File: src/rtl/swi_reader_pkg.sv
// Shared types and default sizing for the switch reader.
package swi_reader_pkg;

  localparam int unsigned NBITS_DEFAULT           = 8;
  localparam int unsigned DEBOUNCE_CYCLES_DEFAULT = 4;
  // Wide enough for the largest legal debounce length (255).
  localparam int unsigned CNT_W                   = 8;

  typedef enum logic {
    IDLE = 1'b0,
    PEND = 1'b1
  } evt_state_t;

endpackage : swi_reader_pkg

File: src/rtl/swi_debounce_bit.sv
// Per-switch two-flop synchronizer, stability counter and debounced level flop.
module swi_debounce_bit
  import swi_reader_pkg::*;
#(
  parameter int unsigned DEBOUNCE_CYCLES = DEBOUNCE_CYCLES_DEFAULT
) (
  input  logic clk_2,
  input  logic reset,
  input  logic raw,
  output logic stable,
  output logic upd_c
);

  logic [1:0]       sync_q;
  logic [CNT_W-1:0] cnt_q;
  logic             diff;

  assign diff  = sync_q[1] ^ stable;
  // Fires on the edge where the synchronized level has differed long enough.
  assign upd_c = diff & (cnt_q == CNT_W'(DEBOUNCE_CYCLES - 1));

  always_ff @(posedge clk_2) begin
    if (reset) begin
      sync_q <= 2'b00;
      cnt_q  <= '0;
      stable <= 1'b0;
    end else begin
      sync_q <= {sync_q[0], raw};
      if (!diff) begin
        cnt_q <= '0;
      end else if (upd_c) begin
        stable <= sync_q[1];
        cnt_q  <= '0;
      end else begin
        cnt_q <= cnt_q + CNT_W'(1);
      end
    end
  end

endmodule : swi_debounce_bit

File: src/rtl/swi_reader.sv
// Debounced switch bank with optional edge pulses and a valid/ready change-event port.
// Edge pulse logic is built only when SWI_READER_EDGE_EN is defined.
module swi_reader
  import swi_reader_pkg::*;
#(
  parameter int unsigned NBITS           = NBITS_DEFAULT,
  parameter int unsigned DEBOUNCE_CYCLES = DEBOUNCE_CYCLES_DEFAULT
) (
  input  logic             clk_2,
  input  logic             reset,
  input  logic [NBITS-1:0] swi_raw,
  output logic [NBITS-1:0] swi_stable,
  output logic [NBITS-1:0] swi_rise,
  output logic [NBITS-1:0] swi_fall,
  output logic             evt_valid,
  input  logic             evt_ready,
  output logic [NBITS-1:0] evt_data,
  output logic             evt_overrun
);

  logic [NBITS-1:0] upd_c;
  logic [NBITS-1:0] stable_nxt;
  logic             change;
  logic             hs;

  evt_state_t       state_q;
  evt_state_t       state_nxt;
  logic [NBITS-1:0] data_nxt;
  logic             ovr_nxt;

  for (genvar i = 0; i < NBITS; i++) begin : g_bit
    swi_debounce_bit #(
      .DEBOUNCE_CYCLES(DEBOUNCE_CYCLES)
    ) u_bit (
      .clk_2 (clk_2),
      .reset (reset),
      .raw   (swi_raw[i]),
      .stable(swi_stable[i]),
      .upd_c (upd_c[i])
    );
  end

  // Value swi_stable takes after this edge; lets the event path track it with no lag.
  assign stable_nxt = swi_stable ^ upd_c;
  assign change     = |upd_c;
  assign hs         = evt_valid & evt_ready;

`ifdef SWI_READER_EDGE_EN
  always_ff @(posedge clk_2) begin
    if (reset) begin
      swi_rise <= '0;
      swi_fall <= '0;
    end else begin
      swi_rise <= upd_c & ~swi_stable;
      swi_fall <= upd_c & swi_stable;
    end
  end
`else
  assign swi_rise = '0;
  assign swi_fall = '0;
`endif

  always_ff @(posedge clk_2) begin
    if (reset) begin
      state_q     <= IDLE;
      evt_valid   <= 1'b0;
      evt_data    <= '0;
      evt_overrun <= 1'b0;
    end else begin
      state_q     <= state_nxt;
      evt_valid   <= (state_nxt == PEND);
      evt_data    <= data_nxt;
      evt_overrun <= ovr_nxt;
    end
  end

  always_comb begin
    state_nxt = state_q;
    data_nxt  = evt_data;
    ovr_nxt   = evt_overrun;
    case (state_q)
      IDLE: begin
        if (change) begin
          data_nxt  = stable_nxt;
          state_nxt = PEND;
        end
      end
      PEND: begin
        if (hs) begin
          if (change) begin
            data_nxt = stable_nxt;
          end else begin
            state_nxt = IDLE;
          end
        end else if (change) begin
          // Stalled consumer: keep the pending snapshot, remember that one was lost.
          ovr_nxt = 1'b1;
        end
      end
      default: state_nxt = IDLE;
    endcase
  end

endmodule : swi_reader

File: config.mk
export PLATFORM = sky130hd
export DESIGN_NAME = swi_reader
export DESIGN_NICKNAME = d
export VERILOG_FILES = /design/src/rtl/swi_reader_pkg.sv /design/src/rtl/swi_debounce_bit.sv /design/src/rtl/swi_reader.sv
export SDC_FILE = /design/constraint.sdc
export NUM_CORES = 1
export LEC_CHECK = 0
export BUFFER_PORTS_ARGS = -buffer_cell sky130_fd_sc_hd__buf_4
export CAP_MARGIN = 40
export CELL_PAD_IN_SITES_DETAIL_PLACEMENT = 0
export CELL_PAD_IN_SITES_GLOBAL_PLACEMENT = 1
export CORE_ASPECT_RATIO = 1.2
export CORE_MARGIN = 5
export CORE_UTILIZATION = 45
export DETAILED_ROUTE_END_ITERATION = 7
export PLACE_DENSITY = 0.8
export SYNTH_ARGS = -nofsm -noshare
export SYNTH_HDL_FRONTEND = slang
export SYNTH_SLANG_ARGS = --single-unit
export TNS_END_PERCENT = 10
File: constraint.sdc
create_clock -name clk_2 -period 2.9 [get_ports clk_2]
set_input_delay 0.145 -clock clk_2 [delete_from_list [all_inputs] [get_ports clk_2]]
set_output_delay 0.145 -clock clk_2 [all_outputs]
set_load 0.01 [all_outputs]
==> results of run 1 <==
path summary, 6_finish.rpt:
kind                                       startpoint                             endpoint
setup / recovery   g_bit[0].u_bit.cnt_q[3]$_SDFF_PP0_             evt_data[0]$_SDFFE_PP0P_
hold / removal                              evt_ready                   state_q$_SDFF_PP0_
setup reg to reg   g_bit[0].u_bit.cnt_q[3]$_SDFF_PP0_             evt_data[0]$_SDFFE_PP0P_
hold reg to reg   g_bit[6].u_bit.sync_q[0]$_SDFF_PP0_  g_bit[6].u_bit.sync_q[1]$_SDFF_PP0_
metal layers:
| layer | share of wire, % | wire (um) | track usage, % |
|---|---|---|---|
| met5 | 0 | 0 | 0 |
| met1 | 46 | 3113 | 15.99 |
| met2 | 47 | 3234 | 22.19 |
| met4 | 3.0 | 206 | 6.929 |
| met3 | 3.7 | 255 | 4.753 |
cell type report:
cell class / instances / area share, %
Inverter: 2 / 0.1646
Tap cell: 120 / 3.292
Sequential cell: 98 / 43.02
Multi-Input combinational cell: 302 / 42.66
Clock inverter: 4 / 1.097
Clock buffer: 12 / 3.402
Timing Repair Buffer: 36 / 6.365
state kept, by name, summed over array words and instances (netlist names):
signal,count
evt_overrun,1
g_bit.u_bit.sync_q,16
g_bit.u_bit.cnt_q,64
g_bit.u_bit.stable,8
evt_data,8
state_q,1
synthesized netlist by cell type (3+ instances only):
cell	instances	share of area (%)
mux2i_1	4	0.98
nand3b_1	3	0.55
buf_4	24	4.4
clkbuf_1	4	0.37
and3_1	19	2.9
nand4b_1	3	0.65
nor2_1	71	6.6
mux2_4	8	3.0
nand3_1	36	4.4
nor4_1	3	0.46
nor2b_1	18	2.8
xor2_1	31	6.7
nand2_1	18	1.7
a21oi_1	7	0.86
nor4b_1	4	0.86
ha_1	8	2.5
dfxtp_1	98	48
nor3_1	5	0.62
and2b_2	6	1.3
xnor2_1	24	5.2
layout by cell type (no fill, tap or decap), types with 2 or more instances in the layout:
cell type	synthesis	layout
nor2_1	71	71
xor2_1	31	31
buf_4	24	28
nor4_1	3	3
nand4_1	2	2
and2b_1	2	2
ha_1	8	8
clkbuf_8	1	11
mux2i_1	4	4
and3_1	19	19
dlygate4sd3_1	0	8
and4_1	2	2
o2111ai_4	2	2
nand2_1	18	18
dfxtp_1	98	98
a21oi_1	7	7
clkinvlp_4	0	2
nand3b_1	3	3
nand3_1	36	36
inv_1	2	2
nor2b_1	18	18
nand4b_1	3	3
conb_1	1	16
mux2_4	8	8
nor4b_1	4	4
xnor2_1	24	24
and2b_2	6	6
nor3_1	5	5
per-stage QoR:
step	util [%]	instances
floorplan	-	431
global placement	47.83	550
detailed placement	47.83	550
CTS	51.02	574
global route	51.02	574
finish	51.02	574
cell families (layout without fill, tap and decap cells):
logic type / count (synthesis) / count (layout)
muxes: 12 / 12
and+or+nand+nor: 200 / 200
xor gates and xnor gates: 55 / 55
AOI/OAI and AO/OA: 11 / 11
DFF: 98 / 98
buffers and inverters: 31 / 54
adders and majority gates: 8 / 8
other: 1 / 16
critical path, cell delays in order (launching register included):
cell	delay [ns]
dfxtp_1	0.35
or4_1	0.54
or3_4	0.40
o2111ai_4	0.25
o21ai_4	0.16
mux2_4	0.32
power breakdown:
part	switching, mW	internal (mW)
Sequential	0.00744	1.36
Combinational	0.0336	0.0283
Clock	0.444	0.445
==> results_dict.tcl, run 1 <==
set metrics [dict create \
    drtPass1Iterations 4 \
    hp-class "in -> reg" \
    totalWireLength_mm 6.809 \
    yosysWarnings 0 \
    fp.dieH_um 114.2 \
    grt_pass1_wl_mm 12.22 \
    relSlewSlack_pct 66.89 \
    wl_per_cell_um 11.86 \
    synth_ff_type "dfxtp_1" \
    num_rows 38 \
    postCtsSetupBuffers 0 \
    first_global_vias 2708 \
    h-tree-depth 3 \
    max_freq_ghz 0.4698 \
    synth.area.mux_share_pct 3.937 \
    fin_total_pwr_mw 2.316 \
    cts_tree "yes" \
    antenna_found_initial 0 \
    vias 2722 \
    synth_top_family_by_area "simple AND/OR/NAND/NOR gates" \
    clockBufferDepth 2 \
    cts_repair_resize_count 0 \
    worstSkewPairLatency_ns 0.36 \
    drive_above_1_share_pct 14.10 \
    dpl_cell_area_um2 4275 \
    fillers 882 \
    critPathMaxFanout 8 \
    synthSimpleGateAreaFrac_pct 25.38 \
    netlist_instances 416 \
    ff2ff_path_depth 5 \
    cts_buffers 9 \
    antennaDiodeCount 0 \
    cts_hold_buf 8 \
    clkTransAtPathRegs_ns 0.09 \
    rrSetupSlack_ns 0.77 \
    ios 45 \
    maxCapViolCount 0 \
    powerDensity_nw_per_um2 507.9 \
    grt_max_degree 43 \
    critPathArrivalTime_ns 2.38 \
    cp-start-kind "register" \
    vdd.ir_drop.worst_v 0.0002795 \
    core_area_um2 8939 \
    synth-async-reset-ratio_pct 0 \
    synth_compound_area_share_pct 2.738 \
    drt-vias-per-instance 4.742 \
    final_hold_viol_count 0 \
    cp-end-kind "register" \
    synthesis.area_um2 4068 \
    clock-sinks 98 \
    synth_cell_types 37 \
    place_ws_ns 0.7616 \
    cts_root_buffer "clkbuf_8" \
    avgSynthCellArea_um2 9.778 \
    track_usage_pct 13.64 \
    register_area_um2 1962 \
    hold_ws_ns 0.1468 \
    holdPathStages 3 \
    drtIter0Drc 78 \
    syn_to_final_growth_pct 12.12 \
    required_ns 3.16 \
    gp_congestion 0.7920 \
    synth_xor_area_share_pct 11.84 \
    num-nets-final 468 \
    drv_slew 0 \
    rsz0062_at_grt "no" \
    status "finished clean" \
    fin_skew_ns 0.008254 \
    antenna_left 0 \
    synth_seq_cells 98 \
    multi_input_area_um2 1946 \
    tns_ns 0 \
    numPortBuffers 28 \
    period_needed_ns 2.128 \
    setup-violations-final 0 \
    setup_ws_ns 0.7716 \
    dieArea_um2 11050 \
    leakage_nw 1.825 \
    synth_fa_ha_area_share_pct 2.461 \
    dpl.hpwl_mm 4.997 \
    route.detailed.drc 0 \
    initial_core_util_pct 45.51 \
    seq_area_frac_synth_pct 48.23 \
    postLayoutCellArea_um2 4561 \
    worstSetupPathType "reg -> reg" \
    overflow 0 \
    worst_pin_slew_ns 0.4897 \
    synth_edf_count 0 \
    die_w_um 96.79 \
    fin_crit_sh_pct 73.39 \
]
Power figures use the tool's default switching activity.
==> run 2, diff against run 1 <==
--- a/config.mk
+++ b/config.mk
@@ -5,15 +5,16 @@
 export SDC_FILE = /design/constraint.sdc
 export NUM_CORES = 1
 export LEC_CHECK = 0
+export ABC_AREA = 1
 export BUFFER_PORTS_ARGS = -buffer_cell sky130_fd_sc_hd__buf_4
 export CAP_MARGIN = 40
 export CELL_PAD_IN_SITES_DETAIL_PLACEMENT = 0
 export CELL_PAD_IN_SITES_GLOBAL_PLACEMENT = 1
 export CORE_ASPECT_RATIO = 1.2
 export CORE_MARGIN = 5
-export CORE_UTILIZATION = 45
+export CORE_UTILIZATION = 39
 export DETAILED_ROUTE_END_ITERATION = 7
-export PLACE_DENSITY = 0.8
+export PLACE_DENSITY = 0.77
 export SYNTH_ARGS = -nofsm -noshare
 export SYNTH_HDL_FRONTEND = slang
 export SYNTH_SLANG_ARGS = --single-unit
==> constraint.sdc (replaced) <==
create_clock -name clk_2 -period 1.9 [get_ports clk_2]
set_input_delay 0.095 -clock clk_2 [delete_from_list [all_inputs] [get_ports clk_2]]
set_output_delay 0.095 -clock clk_2 [all_outputs]
set_load 0.01 [all_outputs]
==> run 2 against run 1 <==
  * Register-to-register slack got worse by 0.48 ns
  * Fmax grew 32%
  * Worst hold slack worse by 0.053 ns
  * Via count up 23%
  * Design area rose by 9.1%
  * Synthesized cell count rose by 38%
  * Utilization decreased by 6.0 points
  * Combinational power grew 79%
  * Final cell count increased by 29%
  * Largest cell class unchanged
==> results_dict.tcl, run 2 <==
set metrics [dict create \
    status "finished clean" \
    clock-sinks 98 \
    tns_ns 0 \
    core_area_um2 11040 \
    required_ns 2.13 \
    route.detailed.drc 0 \
    critPathMaxStageDelay_ns 0.35 \
    fp.dieH_um 126.1 \
    num_rows 42 \
    setup-violations-final 0 \
    hp-class "in -> reg" \
    regToRegEndpoint "evt_data[2]$_SDFFE_PP0P_" \
    leakage_nw 2.137 \
    powerDensity_nw_per_um2 819.5 \
    grt_max_degree 26 \
    fin_total_pwr_mw 4.076 \
    antenna_left 0 \
    gp_congestion 0.7886 \
    drive_above_1_share_pct 17.18 \
    dpl.hpwl_mm 5.647 \
    fillers 1098 \
    netlist_instances 575 \
    die_w_um 106.7 \
    drv_slew 0 \
    maxCapViolCount 0 \
    dpl_cell_area_um2 4587 \
    h-tree-depth 3 \
    crit_chain "ha_1, nand2_2, nor2_2, nand3_2, nand2_2, nor2_4, nand2_4, nand3_1, nand2_1, nor2_1" \
    postLayoutCellArea_um2 4974 \
    cp-end-kind "register" \
    rsz0062_at_grt "no" \
    netlist.area_leader.share_pct 44.80 \
    worst_pin_slew_ns 0.6343 \
    drtPass1Iterations 4 \
    vias 3351 \
    drtIter0Drc 109 \
    antenna_found_initial 0 \
    grt_pass1_wl_mm 13.39 \
    critPathSlowestCell "dfxtp_1" \
    synth_top_cell_by_area "dfxtp_1" \
    top_register "g_bit.u_bit.cnt_q" \
    rrSetupSlack_ns 0.29 \
    cts_root_buffer "clkbuf_16" \
    cts_buffers 9 \
    final_cell_mix "dfxtp_1, nand2_1, nor2_1" \
    overflow 0 \
    ff2ff_path_depth 10 \
    worstSetupPathType "reg -> reg" \
    ios 45 \
    vdd.ir_drop.worst_v 0.0003356 \
    synth.most_common_cell "dfxtp_1" \
    num-nets-final 627 \
    worstHoldStart "evt_ready" \
    first_global_vias 3151 \
    seq_area_frac_synth_pct 44.80 \
    syn_to_final_growth_pct 13.57 \
    track_usage_pct 12.10 \
    cts_tree "yes" \
    wl_per_cell_um 10.29 \
    clkTransAtPathRegs_ns 0.06 \
    critPathArrivalTime_ns 1.84 \
    dieArea_um2 13460 \
    synthesis.area_um2 4379 \
    clockBufferDepth 2 \
    totalWireLength_mm 7.649 \
    synth_cell_types 39 \
    crit_path_start "g_bit[3].u_bit.cnt_q[0]$_SDFF_PP0_" \
    worstSkewPairLatency_ns 0.34 \
    period_needed_ns 1.607 \
    fin_crit_sh_pct 84.59 \
    cp-start-kind "register" \
    relSlewSlack_pct 57.67 \
    largest_reg_flops 64 \
    synth_ff_type "dfxtp_1" \
    crit_path_frequent_cell "nand2_2" \
    initial_core_util_pct 39.68 \
    max_freq_ghz 0.6222 \
    largestRegisters "g_bit.u_bit.cnt_q x64, g_bit.u_bit.sync_q x16" \
    crit_path_end "evt_data[2]$_SDFFE_PP0P_" \
    drt-vias-per-instance 4.510 \
    fin_skew_ns 0.006281 \
    synthTopCellsByArea "dfxtp_1, nand2_1, nor2_1, inv_1, buf_4" \
    final_hold_viol_count 0 \
    yosysWarnings 0 \
    timing.rr.start "g_bit[3].u_bit.cnt_q[0]$_SDFF_PP0_" \
    mostFrequentLayoutCell "dfxtp_1" \
    synth_common_cells "dfxtp_1, nand2_1, nor2_1" \
    critPathMaxFanout 18 \
    antennaDiodeCount 0 \
    synth_seq_cells 98 \
    synth_edf_count 0 \
    numPortBuffers 28 \
    avgSynthCellArea_um2 7.616 \
    synth-async-reset-ratio_pct 0 \
]
-- run 2: cell type report --
class	count	area, um^2	area share (%)
sequential	98	1962	39.45
multi-input combinational	365	1878	37.76
inverter	97	364.1	7.321
timing repair buffer	37	297.8	5.987
clock buffer	9	225.2	4.528
tap	132	165.2	3.321
clock inverter	5	81.33	1.635
-- run 2: through the flow --
step / setup WS (ns) / util [%] / hold WS, ns / cells
global placement: 0.3255 / 41.56 / 0.3001 / 721
detailed placement: 0.2810 / 41.56 / 0.3024 / 721
finish: 0.2928 / 45.07 / 0.09352 / 743
CTS: 0.2754 / 45.07 / 0.08178 / 743
floorplan: 0.5095 / - / 0.2020 / 590
global route: 0.1395 / 45.07 / 0.1081 / 743
-- run 2: routing by layer --
metal  GRT usage (%)  routed length, um  vias up  share of wire (%)
met1           14.16               3559     1492                 47
met4           4.966                115        0                1.5
met3           3.736                332       11                4.3
met5               0                  0        -                  0
li1                -                  -     1816                  -
met2           20.46               3641       32                 48
-- run 2: worst max-delay path: cells and delay by family, from the launching register on --
family | cells | cell delay (ns)
and+or+nand+nor | 9 | 0.92
DFF | 1 | 0.35
adders and majority gates | 1 | 0.23
-- run 2: power by group --
group	switching (mW)	internal (mW)
Combinational	0.0676	0.0436
Clock	0.741	1.14
Sequential	0.0107	2.08
-- run 2: what timing repair did --
action                    4_1_cts  5_1_grt
hold endpoints to repair        8        0
buffers inserted                0        0
hold buffers                    8        0
resized for setup               0        0
-- run 2: cells by family after synthesis --
group           synth area share, %
xor+xnor                      2.000
buf+inv                       13.60
compound gates                7.914
other cells                 0.08563
flops                         44.80
fa+ha+maj                     2.286
simple gates                  29.31
-- run 2: how the worst min path moves through the flow --
stage	cells past startpoint	slack (ns)	to
3_5_place_dp	3	0.30	g_bit[7].u_bit.sync_q[0]$_SDFF_PP0_
2_1_floorplan	2	0.20	g_bit[0].u_bit.sync_q[0]$_SDFF_PP0_
6_report	4	0.09	state_q$_SDFF_PP0_
3_3_place_gp	3	0.30	g_bit[2].u_bit.sync_q[0]$_SDFF_PP0_
4_1_cts	4	0.08	evt_overrun$_SDFFE_PP0P_
5_1_grt	4	0.11	state_q$_SDFF_PP0_
==> run 3, diff against run 2 <==
==> constraint.sdc (replaced) <==
create_clock -name clk_2 -period 1.3 [get_ports clk_2]
set_input_delay 0.065 -clock clk_2 [delete_from_list [all_inputs] [get_ports clk_2]]
set_output_delay 0.065 -clock clk_2 [all_outputs]
set_load 0.01 [all_outputs]
==> run 3 against run 2 <==
  * The run now ends with negative setup slack left
  * Non-clock buffer count is 90 higher
  * Flip-flop and latch count stayed put
  * Sequential power rose by 46%
  * Design area up 19%
  * Register-to-register slack lost 0.47 ns
  * Fmax up 9.0%
  * Worst hold slack worse by 0.0081 ns
  * Global-route usage increased by 1.5 points
  * Combinational power rose by 96%
  * Die area stayed put
  * Routed wire length increased by 17%
  * Critical path type unchanged
  * Critical endpoint is now evt_overrun$_SDFFE_PP0P_
  * Largest power group unchanged
==> results_dict.tcl, run 3 (same netlist as run 2, synthesis figures left out) <==
set metrics [dict create \
    status "finished, violations left" \
    violations "negative setup slack" \
    worstSkewPairLatency_ns 0.34 \
    drt-vias-per-instance 4.490 \
    holdPathStages 4 \
    clock-sinks 98 \
    fillers 1035 \
    leakage_nw 2.591 \
    clockBufferDepth 2 \
    first_global_vias 3515 \
    dpl.hpwl_mm 6.591 \
    cts_tree "yes" \
    fp.dieH_um 126.1 \
    fin_crit_sh_pct 113.4 \
    tns_ns -1.523 \
    largestRegisters "g_bit.u_bit.cnt_q x64, g_bit.u_bit.sync_q x16" \
    power_frac_comb_pct 3.7 \
    dieArea_um2 13460 \
    max_freq_ghz 0.6783 \
    regToRegEndpoint "evt_overrun$_SDFFE_PP0P_" \
    h-tree-depth 3 \
    hp-class "in -> reg" \
    ios 45 \
    antenna_left 0 \
    critPathMaxFanout 6 \
    rsz0062_at_grt "yes" \
    cp-start-kind "register" \
    worstSetupPathType "reg -> reg" \
    period_needed_ns 1.474 \
    p_int_mw 4.656 \
    critPathArrivalTime_ns 1.70 \
    required_ns 1.53 \
    post-route-util_pct 53.79 \
    setup_ws_ns -0.1742 \
    grt_pass1_wl_mm 15.04 \
    cp-end-kind "register" \
    mostFrequentLayoutCell "buf_4" \
    totalWireLength_mm 8.982 \
    overflow 0 \
    netSwitchingPower_mw 1.232 \
    track_usage_pct 13.61 \
    pwr-share-clk_pct 44.5 \
    ff2ff_path_depth 9 \
    maxCapViolCount 0 \
    gp_congestion 0.7631 \
    drive_above_1_share_pct 35.70 \
    antenna_found_initial 0 \
    worstHoldStart "evt_ready" \
    clkTransAtPathRegs_ns 0.06 \
    min_to "state_q$_SDFF_PP0_" \
    p_seq_share_pct 51.8 \
    cts_root_buffer "clkbuf_16" \
    grt_max_degree 26 \
    num-nets-final 718 \
    hold_ws_ns 0.08546 \
    drv_slew 0 \
    fin_skew_ns 0.006576 \
    vdd.ir_drop.worst_v 0.0005615 \
    initial_core_util_pct 39.68 \
    final_cell_mix "buf_4, nand2_1, dfxtp_1" \
    vias 3749 \
    core_area_um2 11040 \
    top_register "g_bit.u_bit.cnt_q" \
    p_sw_share_pct 20.93 \
    drtIter0Drc 105 \
    numPortBuffers 28 \
    setup-violations-final 10 \
    die_w_um 106.7 \
    syn_to_final_growth_pct 35.54 \
    drtPass1Iterations 4 \
    cts_buffers 9 \
    num_rows 42 \
    rrSetupSlack_ns -0.17 \
    timing.rr.start "g_bit[6].u_bit.cnt_q[0]$_SDFF_PP0_" \
    powerDensity_nw_per_um2 992.1 \
    route.detailed.drc 0 \
    wl_per_cell_um 10.76 \
    largest_reg_flops 64 \
    final_hold_viol_count 0 \
    antennaDiodeCount 0 \
]
[run 3: how the worst max path moves through the flow]
stage / start / to / slack [ns] / depth (start not counted)
2_1_floorplan: g_bit[6].u_bit.cnt_q[1]$_SDFF_PP0_ / evt_overrun$_SDFFE_PP0P_ / -0.08 / 9
3_3_place_gp: g_bit[6].u_bit.cnt_q[1]$_SDFF_PP0_ / evt_data[0]$_SDFFE_PP0P_ / -0.20 / 9
3_5_place_dp: g_bit[6].u_bit.cnt_q[1]$_SDFF_PP0_ / evt_overrun$_SDFFE_PP0P_ / -0.24 / 9
4_1_cts: g_bit[5].u_bit.cnt_q[0]$_SDFF_PP0_ / evt_overrun$_SDFFE_PP0P_ / -0.19 / 9
5_1_grt: g_bit[6].u_bit.cnt_q[0]$_SDFF_PP0_ / evt_data[5]$_SDFFE_PP0P_ / -0.23 / 9
6_report: g_bit[6].u_bit.cnt_q[0]$_SDFF_PP0_ / evt_overrun$_SDFFE_PP0P_ / -0.17 / 9
[run 3: area by class of cell]
type / count / area, um^2 / area share [%]
inverters: 97 / 367.9 / 6.197
clock buffers: 10 / 239.0 / 4.026
flip-flops and latches: 98 / 1981 / 33.37
clock inverters: 5 / 55.05 / 0.9275
well taps: 132 / 165.2 / 2.782
multi-input cells: 366 / 2130 / 35.88
repair buffers: 127 / 998.5 / 16.82
[run 3: worst max-delay path: stages, from the launching register on]
cell     delay [ns]
dfxtp_2        0.34
ha_4           0.15
nor3b_4        0.15
nand3_2        0.06
nand2_2        0.07
nor2_4         0.16
nand2_4        0.11
buf_12         0.15
a21oi_2        0.11
nor2_1         0.05
[run 3: power by group through the flow]
stage	Clock, mW	Combinational [mW]	Sequential [mW]
finish	2.62	0.218	3.05
global placement	0	0.180	3.11
global route	2.82	0.246	3.05
floorplan	0	0.138	3.11
CTS	2.70	0.211	3.05
detailed placement	0	0.185	3.12
[run 3: layer usage]
| metal | GRT usage (%) | part of all wire [%] | up-vias | wire [um] |
|---|---|---|---|---|
| li1 | - | - | 2001 | - |
| met1 | 16.03 | 45 | 1703 | 4084 |
| met2 | 23.61 | 50 | 36 | 4523 |
| met3 | 2.661 | 2.6 | 9 | 230 |
| met4 | 6.396 | 1.6 | 0 | 144 |
| met5 | 0 | 0 | - | 0 |
[run 3: metrics by stage]
| stage | std cells | power [mW] | instance area, um^2 | setup slack, ns |
|---|---|---|---|---|
| 2_1_floorplan | 590 | 3.251 | 4444 | -0.08382 |
| 3_3_place_gp | 804 | 3.294 | 5244 | -0.1965 |
| 3_5_place_dp | 804 | 3.301 | 5244 | -0.2449 |
| 4_1_cts | 829 | 5.963 | 5746 | -0.1921 |
| 5_1_grt | 835 | 6.115 | 5936 | -0.2319 |
| 6_report | 835 | 5.889 | 5936 | -0.1742 |
[run 3: repair_timing]
| item | 4_1_cts | 5_1_grt |
|---|---|---|
| gates cloned | 1 | 0 |
| gates resized for setup | 29 | 40 |
| buffers inserted | 1 | 6 |
| endpoints found under the setup margin | 42 | 59 |
| pin swaps | 18 | 12 |
| endpoints found under the hold margin | 8 | 0 |
| hold buffers | 8 | 0 |
